--- config.mk ---
export PLATFORM = sky130hd
export DESIGN_NAME = pipeline_hazard_ctrl
export DESIGN_NICKNAME = d
export VERILOG_FILES = /design/src/rtl/pipeline_hazard_ctrl.sv
export SDC_FILE = /design/constraint.sdc
export NUM_CORES = 1
export LEC_CHECK = 0
export ABC_AREA = 0
export CORE_MARGIN = 3
export CORE_UTILIZATION = 45
export DETAILED_ROUTE_END_ITERATION = 16
export PLACE_DENSITY = 0.83
export SLEW_MARGIN = 40
export SYNTH_ARGS = -nofsm -noshare
export SYNTH_HDL_FRONTEND = slang
export SYNTH_SLANG_ARGS = --single-unit
--- constraint.sdc ---
create_clock -name clk -period 2.97 [get_ports clk]
set_input_delay 0.297 -clock clk [delete_from_list [all_inputs] [get_ports clk]]
set_output_delay 0.297 -clock clk [all_outputs]
set_load 0.05 [all_outputs]
--- src/rtl/pipeline_hazard_ctrl.sv ---
// pipeline_hazard_ctrl: stall/flush sequencer for a 5-stage MIPS pipeline.
// Resolves load-use stalls, taken-branch and jump flushes, and freezes the
// whole pipeline while data memory is busy, trapping after MEM_TIMEOUT
// consecutive frozen cycles.
// Optional macro PERF_CNT_EN adds a saturating stall-cycle counter
// (stall_cycles port, width CNT_W).
module pipeline_hazard_ctrl #(
  parameter int MEM_TIMEOUT = 16
`ifdef PERF_CNT_EN
  , parameter int CNT_W = 32
`endif
) (
  input  logic       clk,
  input  logic       reset,
  input  logic [4:0] id_rs,
  input  logic [4:0] id_rt,
  input  logic       id_uses_rt,
  input  logic       id_jump,
  input  logic [4:0] ex_rt,
  input  logic       ex_mem_read,
  input  logic       ex_branch_taken,
  input  logic       mem_req,
  input  logic       mem_ready,
  output logic       pc_en,
  output logic       if_id_en,
  output logic       id_ex_en,
  output logic       ex_mem_en,
  output logic       mem_wb_en,
  output logic       if_id_flush,
  output logic       id_ex_flush,
  output logic       mem_timeout
`ifdef PERF_CNT_EN
  , output logic [CNT_W-1:0] stall_cycles
`endif
);

  typedef enum logic [1:0] {
    RUN      = 2'd0,
    MEM_WAIT = 2'd1,
    TRAP     = 2'd2
  } state_t;

  // Timer value at which a still-pending access gives up and traps.
  localparam logic [7:0] TIMER_LAST = 8'(MEM_TIMEOUT - 1);

  state_t     state_q, state_d;
  logic [7:0] timer_q, timer_d;
  logic       mem_timeout_q, mem_timeout_d;

  logic       load_use;
  logic [4:0] run_en;        // {pc, if_id, id_ex, ex_mem, mem_wb}
  logic       run_if_flush;
  logic       run_id_flush;
  logic [4:0] en;
  logic       if_flush;
  logic       id_flush;

  // Hazard resolution for a cycle in which memory is not holding the pipe.
  always_comb begin
    load_use     = ex_mem_read && (ex_rt != 5'd0) &&
                   ((ex_rt == id_rs) || (id_uses_rt && (ex_rt == id_rt)));
    run_en       = 5'b11111;
    run_if_flush = 1'b0;
    run_id_flush = 1'b0;
    if (ex_branch_taken) begin
      // Everything younger than the branch is wrong-path; squash it all.
      run_if_flush = 1'b1;
      run_id_flush = 1'b1;
    end else if (load_use) begin
      // Hold PC and IF/ID one cycle, inject a single bubble into EX.
      run_en       = 5'b00111;
      run_id_flush = 1'b1;
    end else if (id_jump) begin
      run_if_flush = 1'b1;
    end
  end

  // Next-state and output logic of the memory-wait sequencer.
  always_comb begin
    state_d       = state_q;
    timer_d       = timer_q;
    mem_timeout_d = mem_timeout_q;
    en            = 5'b00000;
    if_flush      = 1'b0;
    id_flush      = 1'b0;
    case (state_q)
      RUN: begin
        if (mem_req && !mem_ready) begin
          state_d = MEM_WAIT;
          timer_d = 8'd1;
        end else begin
          en       = run_en;
          if_flush = run_if_flush;
          id_flush = run_id_flush;
        end
      end
      MEM_WAIT: begin
        if (mem_ready) begin
          // Release cycle: hazards frozen during the wait are handled now.
          en       = run_en;
          if_flush = run_if_flush;
          id_flush = run_id_flush;
          state_d  = RUN;
          timer_d  = 8'd0;
        end else if (timer_q == TIMER_LAST) begin
          state_d       = TRAP;
          mem_timeout_d = 1'b1;
        end else begin
          timer_d = 8'(timer_q + 8'd1);
        end
      end
      TRAP: begin
        mem_timeout_d = 1'b1;
      end
      default: begin
        state_d = RUN;
        timer_d = 8'd0;
      end
    endcase
    if (reset) begin
      en       = 5'b00000;
      if_flush = 1'b1;
      id_flush = 1'b1;
    end
  end

  // State, wait timer and sticky trap flag.
  always_ff @(posedge clk or posedge reset) begin
    if (reset) begin
      state_q       <= RUN;
      timer_q       <= 8'd0;
      mem_timeout_q <= 1'b0;
    end else begin
      state_q       <= state_d;
      timer_q       <= timer_d;
      mem_timeout_q <= mem_timeout_d;
    end
  end

  assign pc_en       = en[4];
  assign if_id_en    = en[3];
  assign id_ex_en    = en[2];
  assign ex_mem_en   = en[1];
  assign mem_wb_en   = en[0];
  assign if_id_flush = if_flush;
  assign id_ex_flush = id_flush;
  assign mem_timeout = mem_timeout_q;

`ifdef PERF_CNT_EN
  logic [CNT_W-1:0] stall_cycles_q, stall_cycles_d;

  // Count cycles with the PC held, saturating at all-ones.
  always_comb begin
    stall_cycles_d = stall_cycles_q;
    if (!en[4] && (stall_cycles_q != {CNT_W{1'b1}})) begin
      stall_cycles_d = stall_cycles_q + 1'b1;
    end
  end

  // Stall counter register.
  always_ff @(posedge clk or posedge reset) begin
    if (reset) begin
      stall_cycles_q <= '0;
    end else begin
      stall_cycles_q <= stall_cycles_d;
    end
  end

  assign stall_cycles = stall_cycles_q;
`endif

endmodule

Word-level counts from Yosys, hierarchy flattened
Index checks and enable logic that the tools add are counted.
{"block": "word_totals", "regBits": 11, "inputBits": 23, "out_inout_bits": 8, "word_cells": 57}
{"block": "classes", "n_addsub": 1, "eq_ne": 10, "muxes": 30, "bitwise": 1, "n_reduce_logical": 12}
{"operator": "two-way mux 5 bit", "count": 5}
{"operator": "two-way mux 8 bit", "count": 3}
{"operator": "case mux 8 bit (3 select lines)", "count": 1}
{"operator": "two-way mux 1 bit", "count": 13}
{"operator": "== test 5 bit", "count": 2}
{"operator": "case mux 5 bit (2 select lines)", "count": 1}
{"operator": "AND reduction 3 bit", "count": 3}
{"operator": "adder 8 x 1 -> 8 bit (second input constant)", "count": 1}
{"operator": "== test 8 x 4 -> 1 bit (second input constant)", "count": 1}
{"operator": "two-way mux 2 bit", "count": 3}
{"operator": "!= test 2 bit (second input constant)", "count": 3}
{"operator": "!= test 3 bit (second input constant)", "count": 2}
{"operator": "case mux 1 bit (2 select lines)", "count": 3}
{"operator": "case mux 2 bit (3 select lines)", "count": 1}
{"operator": "nonzero test 5 bit", "count": 1}
{"operator": "logical AND 1 bit", "count": 4}
{"operator": "== test 2 x 1 -> 1 bit (second input constant)", "count": 1}
{"operator": "== test 2 bit (second input constant)", "count": 1}
{"operator": "logical NOT 2 bit", "count": 1}
{"operator": "nonzero test 2 bit", "count": 1}
{"operator": "logical NOT 1 bit", "count": 1}
{"operator": "logical OR 1 bit", "count": 1}
{"operator": "inverter 1 bit", "count": 1}

Depth between registers and ports, before layout
Gate-level depths: netlist of the first run.
{"block": "logic_depth", "depth_word": 9, "mapped_depth": 6, "mapped_depth_nobuf": 6}

Worst setup path before layout of the first run
OpenSTA, ideal clock, no wires.
{"block": "synth_path", "path_type": "reg2out", "startpoint": "register state_q[0]", "endpoint": "output pc_en", "arrival_ns": 3.192, "required_time_ns": 2.673, "path_slack_ns": -0.519, "path_stages_with_launch": 7, "path_buffers": 2, "cell_sequence": "dfrtp_1 > clkbuf_1 > nor2_1 > o21ai_0 > nor2_1 > a21boi_0 > buf_4"}
{"block": "synth_via", "elab_chain_cells": 3, "elab_cells_between_ends": 4, "classes_between": "eq/ne (1); mux (2); reduce/logical (1)"}
{"element": "start, declared", "line_no": "46", "text": "state_t state_q, state_d;"}
{"element": "start signal, assigned", "line_no": "134", "text": "state_q <= state_d;"}
{"element": "== test 2 x 1 -> 1 bit or logical NOT 2 bit (tied branches)", "line_no": "86", "text": "case (state_q)"}
{"element": "case mux 5 bit (2 select lines) (*)", "line_no": "86"}
{"element": "two-way mux 5 bit (*)", "line_no": "120", "text": "if (reset) begin"}
{"element": "end, declared", "line_no": "24", "text": "output logic pc_en,"}
Every way passes the cells marked *; elsewhere a longest branch is shown, timed or not.

Worst setup path after layout of the first run
{"block": "layout_path", "startpoint": "input ex_rt[1]", "endpoint": "output if_id_flush"}
{"block": "layout_via", "elab_chain_cells": 9, "elab_cells_between_ends": 13, "classes_between": "eq/ne (2); mux (6); reduce/logical (5)"}
{"element": "start, declared", "line_no": "19", "text": "input logic [4:0] ex_rt,"}
{"element": "== test 5 bit", "line_no": "61", "text": "((ex_rt == id_rs) || (id_uses_rt && (ex_rt == id_rt)));"}
{"element": "logical AND 1 bit", "line_no": "61"}
{"element": "logical OR 1 bit", "line_no": "61"}
{"element": "logical AND 1 bit (*)", "line_no": "60", "text": "load_use = ex_mem_read && (ex_rt != 5'd0) &&"}
{"element": "two-way mux 1 bit (*)", "line_no": "69", "text": "end else if (load_use) begin"}
{"element": "two-way mux 1 bit (*)", "line_no": "65", "text": "if (ex_branch_taken) begin"}
{"element": "two-way mux 1 bit, on equally long branches", "line_no": "98, 88"}
{"element": "case mux 1 bit (2 select lines) (*)", "line_no": "86"}
{"element": "two-way mux 1 bit (*)", "line_no": "120"}
{"element": "end, declared", "line_no": "29", "text": "output logic if_id_flush,"}
Marks and branches as above.

==> results of run 1 <==
-- area by class of cell --
cell class	count	area, um^2	share of cell area
multi-input combinational	75	468	0.413
tap	16	20.0	0.0177
timing repair buffer	30	328	0.290
inverter	4	15.0	0.0133
sequential	11	275	0.243
clock buffer	4	26.3	0.0232
-- kinds of logic after synthesis --
group	share of synthesized area
compound gates	0.171
xor+xnor	0.157
fa+ha+maj	0.0160
buf+inv	0.0529
flops	0.353
mux	0.0128
simple gates	0.237
-- worst max-delay path: stages --
cell and delay (ns):
clkdlybuf4s50_1 0.46, or4_1 0.53, o21ai_0 0.29, nor3_1 0.08
a221oi_1 0.48, buf_12 0.20
-- state kept, by name (all words and copies together) (netlist names) --
| name | cells |
|---|---|
| timer_q | 8 |
| state_q | 2 |
| mem_timeout | 1 |
-- stage by stage --
step	util	power, mW	cells	setup WS (ns)	area, um^2
final	0.718	0.406	140	0.329	1130
after global routing	0.718	0.424	140	0.196	1130
after CTS	0.718	0.408	140	0.307	1130
after detailed placement	0.702	0.304	136	0.325	1110
after global placement	0.702	0.302	136	0.442	1110
after floorplan	-	0.242	94	0.196	785
-- Yosys cell counts --
cell type / count
or4_4: 2
a21boi_0: 1
o22ai_1: 2
o21ai_0: 10
mux2i_1: 1
buf_4: 3
nor3_1: 3
a211oi_1: 2
o211a_1: 1
nand3_1: 3
nand2_1: 8
a21oi_1: 6
ha_1: 1
or3_1: 1
inv_1: 4
nand4_1: 4
or2_2: 2
a221oi_1: 1
and2_1: 1
or4_1: 1
dfrtp_1: 11
nor2_1: 10
xnor2_1: 12
clkbuf_1: 1
nor3b_1: 1
xor2_1: 2
-- metal layers --
metal	up-vias	part of all wire	track usage
met5	-	0	0
met4	0	0.0050	0.0323
met3	5	0.047	0.0677
met2	11	0.53	0.337
met1	352	0.42	0.259
li1	389	-	-
-- worst paths after layout --
| kind | startpoint | endpoint | slack (ns) | depth (start not counted) |
|---|---|---|---|---|
| setup / recovery | ex_rt[1] | if_id_flush | 0.33 | 6 |
| hold / removal | reset | state_q[1] | 0.43 | 2 |
| setup reg to reg | timer_q[6] | timer_q[5] | 1.00 | 5 |
| hold reg to reg | mem_timeout | mem_timeout | 0.48 | 1 |
| max in group asynchronous | reset | timer_q[3] | 2.19 | 2 |
| min in group clk | mem_timeout | mem_timeout | 0.48 | 1 |
-- power breakdown --
| part | internal [mW] | switching [mW] | leakage, nW |
|---|---|---|---|
| Sequential | 0.156 | 0.00901 | 0.144 |
| Combinational | 0.0676 | 0.0696 | 0.291 |
| Clock | 0.0521 | 0.0513 | 0.0150 |
| Total | 0.276 | 0.130 | 0.450 |
-- placed cells by master (no fill, tap or decap) --
cell type | synthesis | routed
clkbuf_1 | 1 | 1
xor2_1 | 2 | 2
or4_1 | 1 | 1
and2_1 | 1 | 1
a21oi_1 | 6 | 6
buf_4 | 3 | 1
o22ai_1 | 2 | 2
a221oi_1 | 1 | 1
ha_1 | 1 | 1
nor3b_1 | 1 | 1
clkbuf_4 | 0 | 3
nor3_1 | 3 | 3
a21boi_2 | 0 | 1
clkdlybuf4s50_1 | 0 | 26
or3_1 | 1 | 1
o211a_1 | 1 | 1
inv_1 | 4 | 4
nand3_1 | 3 | 3
xnor2_1 | 12 | 12
nand4_1 | 4 | 4
mux2i_1 | 1 | 1
a211oi_1 | 2 | 2
nand2_1 | 8 | 8
buf_12 | 0 | 3
nor2_1 | 10 | 10
o21ai_0 | 10 | 10
dfrtp_1 | 11 | 11
or2_2 | 2 | 2
or4_4 | 2 | 2
==> impl_metrics.json, run 1 <==
{
  "status": "completed",
  "cp.required_ns": 2.67,
  "fmax_ghz": 0.379,
  "die_x_um": 47.7,
  "cts_tree": "done",
  "cts.clk_slew.worst_paths_ns": 0.07,
  "rows": 14,
  "crit_type": "input pin to output port",
  "drt_iter0_markers": 16,
  "fin_crit_ns": 2.64,
  "root_buffer": "clkbuf_4",
  "grt_max_degree": 14,
  "wirelength_mm": 2.00,
  "endpoint_kind": "output port",
  "synth_area_leaders": "dfrtp_1 35%, xnor2_1 13%, o21ai_0 6.4%, nor2_1 4.8%, a21oi_1 3.8%",
  "drive_gt1_frac": 0.0968,
  "worst-slew-pin-transition_ns": 0.620,
  "skew_ns": 0.0100,
  "start_util": 0.495,
  "cp_max_fo": 3,
  "core_area_mm2": 0.00158,
  "synth_top_cell_by_area": "dfrtp_1",
  "cap_violations": 0,
  "finalMaxSlewViolations": 0,
  "syn_to_final_growth_pct": 45.0,
  "gp_congestion": 0.864,
  "die_y_um": 47.7,
  "post-dp-hpwl_mm": 1.62,
  "synth_top_area_frac": 0.353,
  "fin_setup_tns_ns": 0,
  "dr.pass1.iters": 4,
  "hp-class": "input pin to async pin",
  "grt_use_total": 0.202,
  "yosysSeqAreaShare": 0.353,
  "relSlewSlack": 0.582,
  "hold_viol_final": 0,
  "clock_sinks": 11,
  "cp_data_arrival_time_ns": 2.34,
  "finalSetupViolations": 0,
  "p_leak_nw": 0.450,
  "num_antenna_cells": 0,
  "port_buffers": 30,
  "ant_nets": 0,
  "drt_drc_violations_left": 0,
  "vias_per_cell": 5.41,
  "grt_antenna_before_repair": 0,
  "clock_latency_ns": 0.27,
  "final_nets": 149,
  "ys_types": 26,
  "hold_buffers": 0,
  "fillers": 124,
  "synth_nets": 118,
  "fin_crit_sh": 0.889,
  "grt_pass1_wl_mm": 3.14,
  "rsz0062_at_grt": "no",
  "grt_overflow": 0,
  "p_per_area_mw_per_mm2": 358,
  "yosys_warnings": 0,
  "vias": 757,
  "clockBufferDepth": 2,
  "startpoint_type": "input pin",
  "ir_drop_v": 0.000288,
  "die_area_mm2": 0.00227,
  "cts_resized": 0,
  "syn_inst": 94,
  "grt_pass1_vias": 670,
  "syn_area_um2": 781,
  "post_cts_buffers": 0,
  "cts_buffers": 3,
  "avgSynthCellArea_um2": 8.31,
  "pin_count": 31,
  "ys_seq_elements": 11,
  "cts-htree-levels": 1,
  "avgRoutedWirePerCell_um": 14.3,
  "whs_ns": 0.434
}
(Power assumes the default switching activity.)
==> run 2: changes to the inputs <==
--- a/config.mk
+++ b/config.mk
@@ -10,7 +10,6 @@
 export CORE_UTILIZATION = 45
 export DETAILED_ROUTE_END_ITERATION = 16
 export PLACE_DENSITY = 0.83
-export SLEW_MARGIN = 40
 export SYNTH_ARGS = -nofsm -noshare
 export SYNTH_HDL_FRONTEND = slang
 export SYNTH_SLANG_ARGS = --single-unit
==> results of run 2 <==
Same layout as run 1: the final DEF is identical, and so are final timing and power.
